[config.mk]
export PLATFORM = sky130hd
export DESIGN_NAME = snd_dma_addr
export DESIGN_NICKNAME = d
export VERILOG_FILES = /design/src/rtl/snd_dma_addr.sv
export SDC_FILE = /design/constraint.sdc
export NUM_CORES = 1
export LEC_CHECK = 0
export ABC_AREA = 1
export BUFFER_PORTS_ARGS = -buffer_cell sky130_fd_sc_hd__buf_4
export CAP_MARGIN = 0
export CORE_ASPECT_RATIO = 1.75
export CORE_UTILIZATION = 61
export CTS_BUF_LIST = sky130_fd_sc_hd__clkbuf_8
export DETAILED_ROUTE_END_ITERATION = 10
export GPL_TIMING_DRIVEN = 0
export PLACE_DENSITY_LB_ADDON = 0.25
export SLEW_MARGIN = 10
export SYNTH_ARGS = -nofsm -noshare
export SYNTH_HDL_FRONTEND = slang
export SYNTH_SLANG_ARGS = --single-unit
[constraint.sdc]
create_clock -name clk32 -period 3.38 [get_ports clk32]
set_clock_uncertainty 0.1 [all_clocks]
set_input_delay 0.507 -clock clk32 [delete_from_list [all_inputs] [get_ports clk32]]
set_output_delay 0.507 -clock clk32 [all_outputs]
set_load 0.01 [all_outputs]
[src/rtl/snd_dma_addr.sv]
// Sound DMA address generator: CPU frame start/end/control registers plus the
// running sound word counter that drives mcucontrol (snd, sft, sndon, sfrep).
module snd_dma_addr #(
  parameter int         AW      = 21,
  parameter logic [1:0] RST_CTL = 2'b00
) (
  input  logic          clk32,
  input  logic          por,
  input  logic          reg_we,
  input  logic [3:0]    reg_sel,
  input  logic [7:0]    reg_din,
  output logic [7:0]    reg_dout,
  input  logic          snd_inc,
  output logic [AW-1:0] snd,
  output logic [AW-1:0] sft,
  output logic          sndon,
  output logic          sfrep,
  output logic          frame_end
);

  typedef enum logic [1:0] {
    IDLE = 2'd0,
    LOAD = 2'd1,
    PLAY = 2'd2
  } state_t;

  state_t        state, state_nx;
  logic [AW-1:0] start_sh, end_sh;
  logic [AW-1:0] cur, cur_nx;
  logic [AW-1:0] act_end, act_end_nx;
  logic [AW-1:0] nxt;
  logic          ctl_on, ctl_on_nx;
  logic          ctl_rep, ctl_rep_nx;
  logic          fe_nx;
  logic          ctl_wr, stop_wr;
  logic [7:0]    rd_byte;

  // Word address bits map onto byte-address lanes: hi=[21:16], mid=[15:8], lo=[7:1]
  function automatic logic [7:0] get_byte(input logic [AW-1:0] w, input logic [1:0] k);
    logic [7:0] b;
    b = '0;
    case (k)
      2'd0:    b[AW-16:0] = w[AW-1:15];
      2'd1:    b          = w[14:7];
      default: b[7:1]     = w[6:0];
    endcase
    return b;
  endfunction

  function automatic logic [AW-1:0] put_byte(input logic [AW-1:0] w, input logic [1:0] k,
                                             input logic [7:0] d);
    logic [AW-1:0] r;
    r = w;
    case (k)
      2'd0:    r[AW-1:15] = d[AW-16:0];
      2'd1:    r[14:7]    = d;
      default: r[6:0]     = d[7:1];
    endcase
    return r;
  endfunction

  assign ctl_wr  = reg_we && (reg_sel == 4'd0);
  assign stop_wr = ctl_wr && !reg_din[0];
  assign nxt     = cur + AW'(1);

  always_comb begin
    rd_byte = '0;
    case (reg_sel)
      4'd0:    rd_byte = {6'b0, ctl_rep, ctl_on};
      4'd1:    rd_byte = get_byte(start_sh, 2'd0);
      4'd2:    rd_byte = get_byte(start_sh, 2'd1);
      4'd3:    rd_byte = get_byte(start_sh, 2'd2);
      4'd4:    rd_byte = get_byte(cur, 2'd0);
      4'd5:    rd_byte = get_byte(cur, 2'd1);
      4'd6:    rd_byte = get_byte(cur, 2'd2);
      4'd7:    rd_byte = get_byte(end_sh, 2'd0);
      4'd8:    rd_byte = get_byte(end_sh, 2'd1);
      4'd9:    rd_byte = get_byte(end_sh, 2'd2);
      default: rd_byte = '0;
    endcase
  end

  // A stop write outranks everything in the FSM, including a coincident snd_inc
  always_comb begin
    state_nx   = state;
    cur_nx     = cur;
    act_end_nx = act_end;
    ctl_on_nx  = ctl_on;
    ctl_rep_nx = ctl_rep;
    fe_nx      = 1'b0;
    if (ctl_wr) begin
      ctl_on_nx  = reg_din[0];
      ctl_rep_nx = reg_din[1];
    end
    if (stop_wr) begin
      state_nx = IDLE;
    end else begin
      case (state)
        IDLE: if (ctl_on) state_nx = LOAD;
        LOAD: begin
          cur_nx     = start_sh;
          act_end_nx = end_sh;
          state_nx   = PLAY;
        end
        PLAY: begin
          if (snd_inc) begin
            if (nxt != act_end) begin
              cur_nx = nxt;
            end else begin
              fe_nx = 1'b1;
              if (ctl_rep) begin
                cur_nx     = start_sh;
                act_end_nx = end_sh;
              end else begin
                cur_nx    = act_end;
                ctl_on_nx = 1'b0;
                state_nx  = IDLE;
              end
            end
          end
        end
        default: state_nx = IDLE;
      endcase
    end
  end

  always_ff @(posedge clk32) begin
    if (por) begin
      state     <= IDLE;
      cur       <= '0;
      act_end   <= '0;
      start_sh  <= '0;
      end_sh    <= '0;
      ctl_on    <= RST_CTL[0];
      ctl_rep   <= RST_CTL[1];
      frame_end <= 1'b0;
      reg_dout  <= '0;
    end else begin
      state     <= state_nx;
      cur       <= cur_nx;
      act_end   <= act_end_nx;
      ctl_on    <= ctl_on_nx;
      ctl_rep   <= ctl_rep_nx;
      frame_end <= fe_nx;
      reg_dout  <= rd_byte;
      // Shadow writes land at this edge; a reload above already used the old value
      if (reg_we) begin
        case (reg_sel)
          4'd1:    start_sh <= put_byte(start_sh, 2'd0, reg_din);
          4'd2:    start_sh <= put_byte(start_sh, 2'd1, reg_din);
          4'd3:    start_sh <= put_byte(start_sh, 2'd2, reg_din);
          4'd7:    end_sh   <= put_byte(end_sh, 2'd0, reg_din);
          4'd8:    end_sh   <= put_byte(end_sh, 2'd1, reg_din);
          4'd9:    end_sh   <= put_byte(end_sh, 2'd2, reg_din);
          default: ;
        endcase
      end
    end
  end

  assign snd   = cur;
  assign sft   = act_end;
  assign sfrep = ctl_rep;
  assign sndon = (state == PLAY);

endmodule

==> flow_summary.json <==
{
  "outcome": "finished, final reports clean",
  "hold_ws_ns": 0.328,
  "worstSetupStartpointType": "flop",
  "syn-instance-count": 897,
  "total_of_endpoints_with_negative_setup_slack_in_the_final_report": 0,
  "antenna_violations_before_repair": 0,
  "die_area_um2": 9800,
  "detailed_place_hpwl_mm": 15.7,
  "starting_utilization_of_the_core_area_pct": 63.0,
  "cts.htree.levels": 3,
  "worstSetupEndpointType": "flop",
  "syn_nets": 919,
  "min-delay-start": "por",
  "fin_crit_sh_pct": 90.2,
  "holdCritPathClass": "input pin to flop",
  "insertion_delay_ns": 0.38,
  "io_pins": 69,
  "synthMostInstantiatedCell": "sky130_fd_sc_hd__nand2_1",
  "cts_tree": "built",
  "clk_root_buffer_cell": "sky130_fd_sc_hd__clkbuf_8",
  "route.detailed.drc": 0,
  "yosys_warnings": 0,
  "dpl_worst_slack_ns": 0.431,
  "drt-vias-per-instance": 5.98,
  "timing_worst_slew_pin_value_ns": 0.698,
  "globalRoute.totalOverflow": 0,
  "cts-buffers-inserted": 9,
  "maxCapViolCount": 0,
  "cp_launch_point": "snd[0]$_SDFFE_PP0P_",
  "maxSlewHeadroom_pct": 53.1,
  "dominantRegCellSynth": "sky130_fd_sc_hd__dfxtp_1",
  "ir_worst_vdd_mv": 0.494,
  "drt_first_iter_violations": 727,
  "yosysTopAreaCellShare_pct": 33.9,
  "ctsHoldBuffers": 0,
  "worstPathMaxFanout": 10,
  "yosys-top-cells-area": "sky130_fd_sc_hd__dfxtp_1 (34%), sky130_fd_sc_hd__nand2_1 (12%), sky130_fd_sc_hd__a21oi_1 (11%)",
  "post_synth_arst_share_pct": 0,
  "die_h_um": 130,
  "die_w_um": 75.3,
  "post-cts-setup-buffer-count": 0,
  "worstPathRequired_ns": 3.56,
  "total_power_mw": 4.81,
  "synth_edf_count": 0,
  "layout_min_cycle_time_ns": 3.05,
  "synth_seq_area_share_pct": 33.9,
  "fillers": 829,
  "routed-via-count": 6581,
  "grt_pass1_wl_mm": 31.2,
  "finalWirelength_mm": 20.5,
  "timing_max_transition_violations_final": 0,
  "floorplan.core_area_um2": 9090,
  "area_growth_pct": 15.4,
  "max_root_sink_buffers": 2,
  "core.rowCount": 46,
  "placement.io_buffers": 68,
  "layout.core_utilization_pct": 72.7,
  "cp_data_arrival_time_ns": 3.23,
  "detail-route-antenna-nets": 0,
  "number_of_global_route_vias_before_repair": 5968,
  "syn-cell-area_um2": 5730,
  "timing.rr.start": "snd[0]$_SDFFE_PP0P_",
  "finish.cell_count_without_fillers": 1101,
  "timing_hold_violations_final": 0,
  "p_per_cell_area_nw_per_um2": 727,
  "post_dp_cell_area_um2": 6390,
  "post_cts_resize_count": 0,
  "synth_cell_types": 37,
  "synth.avg_cell_area_um2": 6.39,
  "detail_route.wl_per_cell_um": 18.6,
  "stdcell_area_um2": 6610,
  "worst-setup-path-type": "flop to flop",
  "leak_nw": 2.64,
  "grt_max_degree": 18,
  "ys_ff_latch": 97,
  "final_nets": 998,
  "rsz0062_at_grt": "no",
  "setup_slack_ns": 0.331,
  "totalNegativeSetupSlack_ns": 0,
  "clk_pin_slew_worst_paths_ns": 0.10,
  "antenna_cells_inserted": 0,
  "gp_congestion": 1.05,
  "fmax_ghz": 0.328,
  "grt_util_all_layers_pct": 43.6,
  "yosysTopAreaCell": "sky130_fd_sc_hd__dfxtp_1",
  "first_pass_iters": 6,
  "clock-sinks": 97,
  "layout-drive-gt1-share_pct": 11.8,
  "synth_commonest_cells": "sky130_fd_sc_hd__nand2_1 (186), sky130_fd_sc_hd__a21oi_1 (124), sky130_fd_sc_hd__nand3_1 (104), sky130_fd_sc_hd__inv_1 (103), sky130_fd_sc_hd__dfxtp_1 (97)",
  "post_placement_cell_count": 1085
}
## layout by cell type (no fill, tap or decap), types with 5 or more instances in the layout
cell / synthesis / routed
sky130_fd_sc_hd__nand2_1: 186 / 186
sky130_fd_sc_hd__a21oi_1: 124 / 124
sky130_fd_sc_hd__nand3_1: 104 / 104
sky130_fd_sc_hd__inv_1: 103 / 103
sky130_fd_sc_hd__dfxtp_1: 97 / 96
sky130_fd_sc_hd__o21ai_0: 75 / 75
sky130_fd_sc_hd__buf_4: 1 / 69
sky130_fd_sc_hd__nor2_1: 67 / 67
sky130_fd_sc_hd__clkbuf_1: 29 / 29
sky130_fd_sc_hd__o22ai_1: 20 / 20
sky130_fd_sc_hd__a211oi_1: 12 / 12
sky130_fd_sc_hd__clkbuf_8: 0 / 9
sky130_fd_sc_hd__nand4_1: 8 / 8
sky130_fd_sc_hd__buf_2: 7 / 7
sky130_fd_sc_hd__nand3b_1: 7 / 7
sky130_fd_sc_hd__ha_1: 6 / 6
sky130_fd_sc_hd__nor2_4: 5 / 5
sky130_fd_sc_hd__buf_1: 5 / 5
## path summary, 6_finish.rpt
| kind | cells past startpoint | end | slack, ns |
|---|---|---|---|
| hold reg to reg | 2 | end_sh[10]$_SDFFE_PP0P_ | 0.39 |
| hold / removal | 4 | state[1]$_SDFFE_PP0P_ | 0.33 |
| setup reg to reg | 18 | sft[3]$_SDFFE_PP0P_ | 0.33 |
| setup / recovery | 18 | sft[3]$_SDFFE_PP0P_ | 0.33 |
## layer usage
metal  vias up  routed length, um  global-route usage, %
met5         -                  0                      0
li1       3156                  -                      -
met3       101               1870                   9.50
met4         0               1390                   28.8
met2       376               9840                   72.1
met1      2948               7390                   49.5
## logic make-up (layout without fill, tap and decap cells)
kind of cell,Yosys count,after routing,synth area share [%]
AO/OA/AOI/OAI,244,244,22.9
buffers and inverters,155,239,10.9
adder cells (fa/ha/maj),6,6,1.31
AND/OR/NAND/NOR,391,391,30.1
flip-flops,97,97,33.9
XOR/XNOR,4,4,0.874
## power breakdown
| group | internal [mW] | switching, mW |
|---|---|---|
| sequential | 1.35 | 0.361 |
| clock | 0.424 | 0.445 |
| combinational | 0.831 | 1.40 |
## cell type report
type	count	area, um^2	area share [%]
clock inverters	7	98.8	1.49
flip-flops and latches	97	1940	29.4
repair buffers	68	510	7.72
clock buffers	9	124	1.87
multi-input cells	645	3160	47.8
inverters	108	405	6.13
well taps	120	150	2.27
plain buffers	47	220	3.33
## state kept, by name, summed over array words and instances, names as in the netlist
| name | count |
|---|---|
| end_sh | 21 |
| sft | 21 |
| snd | 21 |
| start_sh | 21 |
| reg_dout | 8 |
| state | 2 |
| ctl_on | 1 |
| frame_end | 1 |
| sfrep | 1 |
## critical path, cell delays in order, from the launching register on
cell and delay [ns]:
sky130_fd_sc_hd__dfxtp_1 0.54, sky130_fd_sc_hd__ha_1 0.29, sky130_fd_sc_hd__nand2_2 0.09, sky130_fd_sc_hd__nor2_2 0.12, sky130_fd_sc_hd__buf_4 0.20, sky130_fd_sc_hd__nand3_2 0.12, sky130_fd_sc_hd__clkinv_1 0.08, sky130_fd_sc_hd__nand3_1 0.10
sky130_fd_sc_hd__nand2_1 0.11, sky130_fd_sc_hd__nand2_1 0.05, sky130_fd_sc_hd__nand2_1 0.05, sky130_fd_sc_hd__nand3_1 0.17, sky130_fd_sc_hd__nor2_4 0.23, sky130_fd_sc_hd__nand2_2 0.12, sky130_fd_sc_hd__nand2_4 0.16, sky130_fd_sc_hd__buf_6 0.18
sky130_fd_sc_hd__nand3_1 0.09, sky130_fd_sc_hd__nand2_1 0.08, sky130_fd_sc_hd__nor2_1 0.04
Note: power is estimated with default switching activity, not from simulation.
